## config.mk

```make
export PLATFORM = sky130hd
export DESIGN_NAME = sync_delay_line
export DESIGN_NICKNAME = d
export VERILOG_FILES = /design/src/rtl/sync_delay_pkg.sv /design/src/rtl/sync_dff_stage.sv /design/src/rtl/sync_delay_line.sv
export SDC_FILE = /design/constraint.sdc
export NUM_CORES = 1
export LEC_CHECK = 0
export CORE_AREA = 2 2 39 41
export CTS_BUF_LIST = sky130_fd_sc_hd__clkbuf_8
export DETAILED_ROUTE_END_ITERATION = 8
export DIE_AREA = 0 0 41 43
export GPL_ROUTABILITY_DRIVEN = 0
export PLACE_DENSITY = 0.57
export RECOVER_POWER = 100
export SKIP_CTS_REPAIR_TIMING = 1
export SLEW_MARGIN = 25
export SYNTH_ARGS = -nofsm -noshare
export SYNTH_HDL_FRONTEND = slang
export SYNTH_SLANG_ARGS = --single-unit
```

## constraint.sdc

```tcl
create_clock -name CLK -period 2.1 [get_ports CLK]
set_clock_uncertainty 0.15 [all_clocks]
set_input_delay 0.315 -clock CLK [delete_from_list [all_inputs] [get_ports CLK]]
set_output_delay 0.315 -clock CLK [all_outputs]
set_load 0.01 [all_outputs]
```

## src/rtl/sync_delay_pkg.sv

```systemverilog
// ---------------------------------------------------------------------------
// sync_delay_pkg
// Shared constants and helpers for the sync_delay_line block.
//   DEFAULT_WIDTH     : default data bits per stage
//   DEFAULT_DEPTH     : default number of register stages
//   DEFAULT_RESET_VAL : default value loaded into data stages on reset/clear
//   fill_width()      : bit width needed to hold an occupancy count 0..depth
// ---------------------------------------------------------------------------
package sync_delay_pkg;

  localparam int unsigned DEFAULT_WIDTH     = 1;
  localparam int unsigned DEFAULT_DEPTH     = 2;
  localparam int unsigned DEFAULT_RESET_VAL = 0;

  // Width of the occupancy counter: must represent 0..depth inclusive.
  function automatic int unsigned fill_width(input int unsigned depth);
    return $clog2(depth + 1);
  endfunction

endpackage : sync_delay_pkg

```

## src/rtl/sync_dff_stage.sv

```systemverilog
// ---------------------------------------------------------------------------
// sync_dff_stage
// One slot of the delay line: a WIDTH-bit data register plus its valid bit.
// Priority per rising edge: RST_n low > CLR high > EN high > hold.
// Ports:
//   CLK      : clock, rising edge
//   RST_n    : synchronous active-low reset
//   EN       : load enable
//   CLR      : synchronous flush to RESET_VAL / invalid
//   D        : data in
//   VLD_IN   : valid bit in
//   Q        : registered data out
//   VLD_OUT  : registered valid bit out
// ---------------------------------------------------------------------------
module sync_dff_stage
  import sync_delay_pkg::*;
#(
  parameter int unsigned          WIDTH     = DEFAULT_WIDTH,
  parameter logic [WIDTH-1:0]     RESET_VAL = WIDTH'(DEFAULT_RESET_VAL)
) (
  input  logic             CLK,
  input  logic             RST_n,
  input  logic             EN,
  input  logic             CLR,
  input  logic [WIDTH-1:0] D,
  input  logic             VLD_IN,
  output logic [WIDTH-1:0] Q,
  output logic             VLD_OUT
);

  // Data and valid travel together; reset and clear share one outcome.
  always_ff @(posedge CLK) begin
    if (!RST_n) begin
      Q       <= RESET_VAL;
      VLD_OUT <= 1'b0;
    end else if (CLR) begin
      Q       <= RESET_VAL;
      VLD_OUT <= 1'b0;
    end else if (EN) begin
      Q       <= D;
      VLD_OUT <= VLD_IN;
    end
  end

endmodule : sync_dff_stage

```

## src/rtl/sync_delay_line.sv

```systemverilog
// ---------------------------------------------------------------------------
// sync_delay_line
// Enable-gated shift register of DEPTH stages, each carrying WIDTH data bits
// and a valid bit, with a registered occupancy counter.
// Optional feature macro: SYNC_DELAY_LINE_TAPS_EN adds TAPS/TAPS_VLD outputs
// exposing every stage (stage i at TAPS[i*WIDTH +: WIDTH]).
// Ports:
//   CLK      : clock, all state updates on rising edge
//   RST_n    : synchronous active-low reset
//   EN       : shift enable (0 = hold everything)
//   CLR      : synchronous flush of all stages, valid bits and FILL
//   D        : data into stage 0
//   VLD_IN   : valid qualifier for D
//   Q        : data of stage DEPTH-1
//   VLD_OUT  : valid bit of stage DEPTH-1
//   FILL     : number of valid stages, 0..DEPTH
//   FULL     : FILL == DEPTH
//   TAPS     : (macro only) all stage data
//   TAPS_VLD : (macro only) all stage valid bits
// ---------------------------------------------------------------------------
module sync_delay_line
  import sync_delay_pkg::*;
#(
  parameter int unsigned      WIDTH     = DEFAULT_WIDTH,
  parameter int unsigned      DEPTH     = DEFAULT_DEPTH,
  parameter logic [WIDTH-1:0] RESET_VAL = WIDTH'(DEFAULT_RESET_VAL)
) (
  input  logic                           CLK,
  input  logic                           RST_n,
  input  logic                           EN,
  input  logic                           CLR,
  input  logic [WIDTH-1:0]               D,
  input  logic                           VLD_IN,
  output logic [WIDTH-1:0]               Q,
  output logic                           VLD_OUT,
  output logic [fill_width(DEPTH)-1:0]   FILL,
  output logic                           FULL
`ifdef SYNC_DELAY_LINE_TAPS_EN
  ,
  output logic [DEPTH*WIDTH-1:0]         TAPS,
  output logic [DEPTH-1:0]               TAPS_VLD
`endif
);

  localparam int unsigned FW = fill_width(DEPTH);

  logic [WIDTH-1:0] stage_data [DEPTH];
  logic [DEPTH-1:0] stage_vld;

  logic [FW-1:0] fill_q;
  logic [FW-1:0] fill_next;
  logic          full_q;
  logic          full_next;

  // Stage chain: stage 0 takes the inputs, each later stage its predecessor.
  for (genvar i = 0; i < DEPTH; i++) begin : g_stage
    logic [WIDTH-1:0] d_in;
    logic             v_in;

    if (i == 0) begin : g_head
      assign d_in = D;
      assign v_in = VLD_IN;
    end else begin : g_body
      assign d_in = stage_data[i-1];
      assign v_in = stage_vld[i-1];
    end

    sync_dff_stage #(
      .WIDTH     (WIDTH),
      .RESET_VAL (RESET_VAL)
    ) u_stage (
      .CLK     (CLK),
      .RST_n   (RST_n),
      .EN      (EN),
      .CLR     (CLR),
      .D       (d_in),
      .VLD_IN  (v_in),
      .Q       (stage_data[i]),
      .VLD_OUT (stage_vld[i])
    );

`ifdef SYNC_DELAY_LINE_TAPS_EN
    assign TAPS[i*WIDTH +: WIDTH] = stage_data[i];
    assign TAPS_VLD[i]            = stage_vld[i];
`endif
  end

  assign Q       = stage_data[DEPTH-1];
  assign VLD_OUT = stage_vld[DEPTH-1];

  // Occupancy update: one word may enter and one may leave per enabled edge;
  // when both happen (or neither) the count is unchanged, which keeps it
  // pinned at DEPTH when full-and-streaming and at 0 when empty-and-idle.
  always_comb begin
    fill_next = fill_q;
    full_next = full_q;
    if (EN) begin
      unique case ({VLD_IN, stage_vld[DEPTH-1]})
        2'b10:   fill_next = fill_q + FW'(1);
        2'b01:   fill_next = fill_q - FW'(1);
        default: fill_next = fill_q;
      endcase
      full_next = (fill_next == FW'(DEPTH));
    end
  end

  // FULL is registered alongside FILL so it has no path from the inputs.
  always_ff @(posedge CLK) begin
    if (!RST_n) begin
      fill_q <= '0;
      full_q <= 1'b0;
    end else if (CLR) begin
      fill_q <= '0;
      full_q <= 1'b0;
    end else begin
      fill_q <= fill_next;
      full_q <= full_next;
    end
  end

  assign FILL = fill_q;
  assign FULL = full_q;

endmodule : sync_delay_line
```

==> Flow_metrics.wiki <==
{| class="wikitable"
! Metric !! Value
|-
| Pre-Repair DR Iteration Count || 3
|-
| Clock Sink Count || 7
|-
| Core footprint || 0.00138 sq mm
|-
| Fill cell total of the finished layout || 149
|-
| Category of the most critical setup path || input port to flop
|-
| Number of synthesized register bits || 7
|-
| Area growth from synthesis to final layout || 46.2%
|-
| Setup repair after global routing missed its margin || no
|-
| # DRC || 0
|-
| TritonCTS clock tree || done
|-
| Clock tree buffer depth || 2
|-
| Area share of the largest cell type after synthesis || 43.1%
|-
| Via density per instance || 4.33
|-
| Clock transition at the register clock pins on the worst setup and hold paths after CTS || 0.04 ns
|-
| Port bufs || 10
|-
| Largest area contributor in the synthesized netlist || sky130_fd_sc_hd__dfxtp_1
|-
| Critical path's slowest cell || sky130_fd_sc_hd__clkdlybuf4s50_1
|-
| Total clock buffers created by CTS || 3
|-
| Cell Rows || 14
|-
| Setup TNS || 0 ns
|-
| Boundary Pins || 11
|-
| Post-detailed-routing wire length || 643 um
|-
| Die Width || 41 um
|-
| Share of layout cells above drive strength 1 || 6.38%
|-
| Vias after detailed routing || 273
|-
| Final Cycle Share || 88.6%
|-
| Syn. warnings || 0
|-
| Avg Cell Area, Syn || 9.86 sq um
|-
| Largest cells by area after synthesis || sky130_fd_sc_hd__dfxtp_1 43%, sky130_fd_sc_hd__mux2i_1 12%, sky130_fd_sc_hd__nor2_1 5.8%, sky130_fd_sc_hd__xnor2_1 5.4%, sky130_fd_sc_hd__nand2b_4 4.2%
|-
| Maximum number of pins on one net before global-route repair || 7
|-
| VDD IR-drop max || 397 uV
|-
| Grt ovf || 0
|-
| Standby leakage power || 0.199 nW
|-
| Number of H-tree branching levels || 1
|-
| Net count reported at finish || 55
|-
| Slowest Stage Delay on Critical Path || 0.48 ns
|-
| Highest-count cells in the layout ignoring fill and taps || 7 x sky130_fd_sc_hd__dfxtp_1, 6 x sky130_fd_sc_hd__dlygate4sd3_1, 5 x sky130_fd_sc_hd__nor2_1
|-
| Count of endpoints failing setup in the final report || 0
|-
| Initial antenna violation count || 0
|-
| Peak fanout along the critical path || 4
|-
| WL per Instance || 10.2 um
|-
| Inserted Diodes || 0
|-
| Iteration-0 DRC count of the detailed router || 6
|-
| Clock insertion delay at the later pin of the skew report || 0.22 ns
|-
| Distinct cell type count after synthesis || 16
|-
| Number of global-route vias before repair || 207
|-
| Die area || 0.00176 sq mm
|-
| Result of the run || complete, no violations
|-
| Worst rel slew slack || 75.8%
|-
| CTS Root Cell || sky130_fd_sc_hd__clkbuf_8
|-
| Element type at the critical path start || input port
|-
| Final HPWL DP || 465 um
|-
| Total routing resource utilization after global routing || 8.16%
|-
| Final count of pins violating max slew || 0
|-
| Power density over the cells || 746 mW/mm^2
|-
| Global-route wire length before repair || 848 um
|-
| Max-Cap Viols || 0
|-
| Count of mapped cells out of synthesis || 33
|-
| Final Core Density || 34.4%
|-
| Post-route minimum period || 1.86 ns
|-
| Max frequency || 538 MHz
|-
| Final-layout worst hold slack || 0.340 ns
|-
| Commonest non-fill, non-tap cell in the layout || sky130_fd_sc_hd__dfxtp_1
|-
| Sequential share of the synthesized area || 43.1%
|-
| Critical path capture point type || flop
|-
| Data required time at the worst endpoint || 2.11 ns
|-
| Hold violation count in the final report || 0
|-
| Effective utilization at floorplan || 23.5%
|-
| Worst slew pin tran || 0.362 ns
|-
| Class of the tightest hold or removal check || flop to flop
|-
| Crit path arrival time || 1.87 ns
|-
| Synthesized cell area || 325 sq um
|-
| Net count of the mapped netlist || 40
|-
| Antenna violation net count after detailed routing || 0
|-
| Ordered cell list for the critical path || clkdlybuf4s50_1 > inv_1 > ha_1 > nand2b_1 > or3_1 > a21oi_1
|-
| DIE HEIGHT || 43 um
|}
power by group:
part / leakage, nW / switching, mW / internal (mW) / total, mW
Clock: 0.0269 / 0.0569 / 0.126 / 0.183
Sequential: 0.0568 / 0.00213 / 0.137 / 0.139
Combinational: 0.115 / 0.0139 / 0.0190 / 0.0328
synth_stat cells, drive strengths merged:
cell and instances:
dfxtp 7, nor2 5, a21oi 1, a31oi 2, nand2b 2, o21ai 2, inv 2, nor2b 1
or3 1, nor4b 1, mux2i 4, nand4b 1, ha 1, buf 1, xnor2 2
critical path, delay by kind of cell:
| kind | cells | cell delay [ns] |
|---|---|---|
| buffers and inverters | 2 | 0.53 |
| AOI/OAI and AO/OA | 1 | 0.13 |
| adders and majority gates | 1 | 0.33 |
| and+or+nand+nor | 2 | 0.57 |
path summary, 6_finish.rpt:
path,start,to,slack [ns],cells past startpoint
min,g_stage[1].u_stage.Q,g_stage[1].u_stage.Q,0.34,2
max reg2reg,g_stage[1].u_stage.VLD_OUT,FILL[1],0.55,4
min reg2reg,g_stage[1].u_stage.Q,g_stage[1].u_stage.Q,0.34,2
max,VLD_IN,FILL[1],0.24,6
cell families after synthesis:
kind of cell | count (synthesis) | synth area share (%)
compound gates | 5 | 8.46
xor+xnor | 2 | 5.39
fa+ha+maj | 1 | 3.85
buf+inv | 3 | 5.77
flops | 7 | 43.1
mux | 4 | 12.3
simple gates | 11 | 21.2
stage by stage:
stage          worst slack (ns)  cells  power [mW]  cell area, sq um
4_1_cts                   0.297     63       0.367               487
5_1_grt                   0.193     63       0.375               475
3_5_place_dp             0.0674     59       0.177               442
6_report                  0.240     63       0.355               475
3_3_place_gp             0.0821     59       0.177               442
2_1_floorplan             0.628     33       0.161               325
state kept, by name, summed over array words and instances, names as in the netlist:
name	flops
FILL	2
g_stage.u_stage.Q	2
g_stage.u_stage.VLD_OUT	2
FULL	1
layout make-up:
type | instances | area [sq um] | share of cell area, %
Timing Repair Buffer | 11 | 104 | 21.8
Inverter | 2 | 7.51 | 1.58
Sequential cell | 7 | 140 | 29.5
Clock inverter | 1 | 3.75 | 0.789
Multi-Input combinational cell | 23 | 159 | 33.4
Tap cell | 16 | 20.0 | 4.21
Clock buffer | 3 | 41.3 | 8.68
per-layer routing:
layer / global-route usage, % / share of wire (%) / up-vias
li1: - / - / 141
met2: 10.9 / 49 / 7
met4: 6.00 / 0 / 0
met1: 7.14 / 44 / 125
met3: 7.85 / 6.8 / 0
met5: 0 / 0 / -
(Power assumes the default switching activity.)
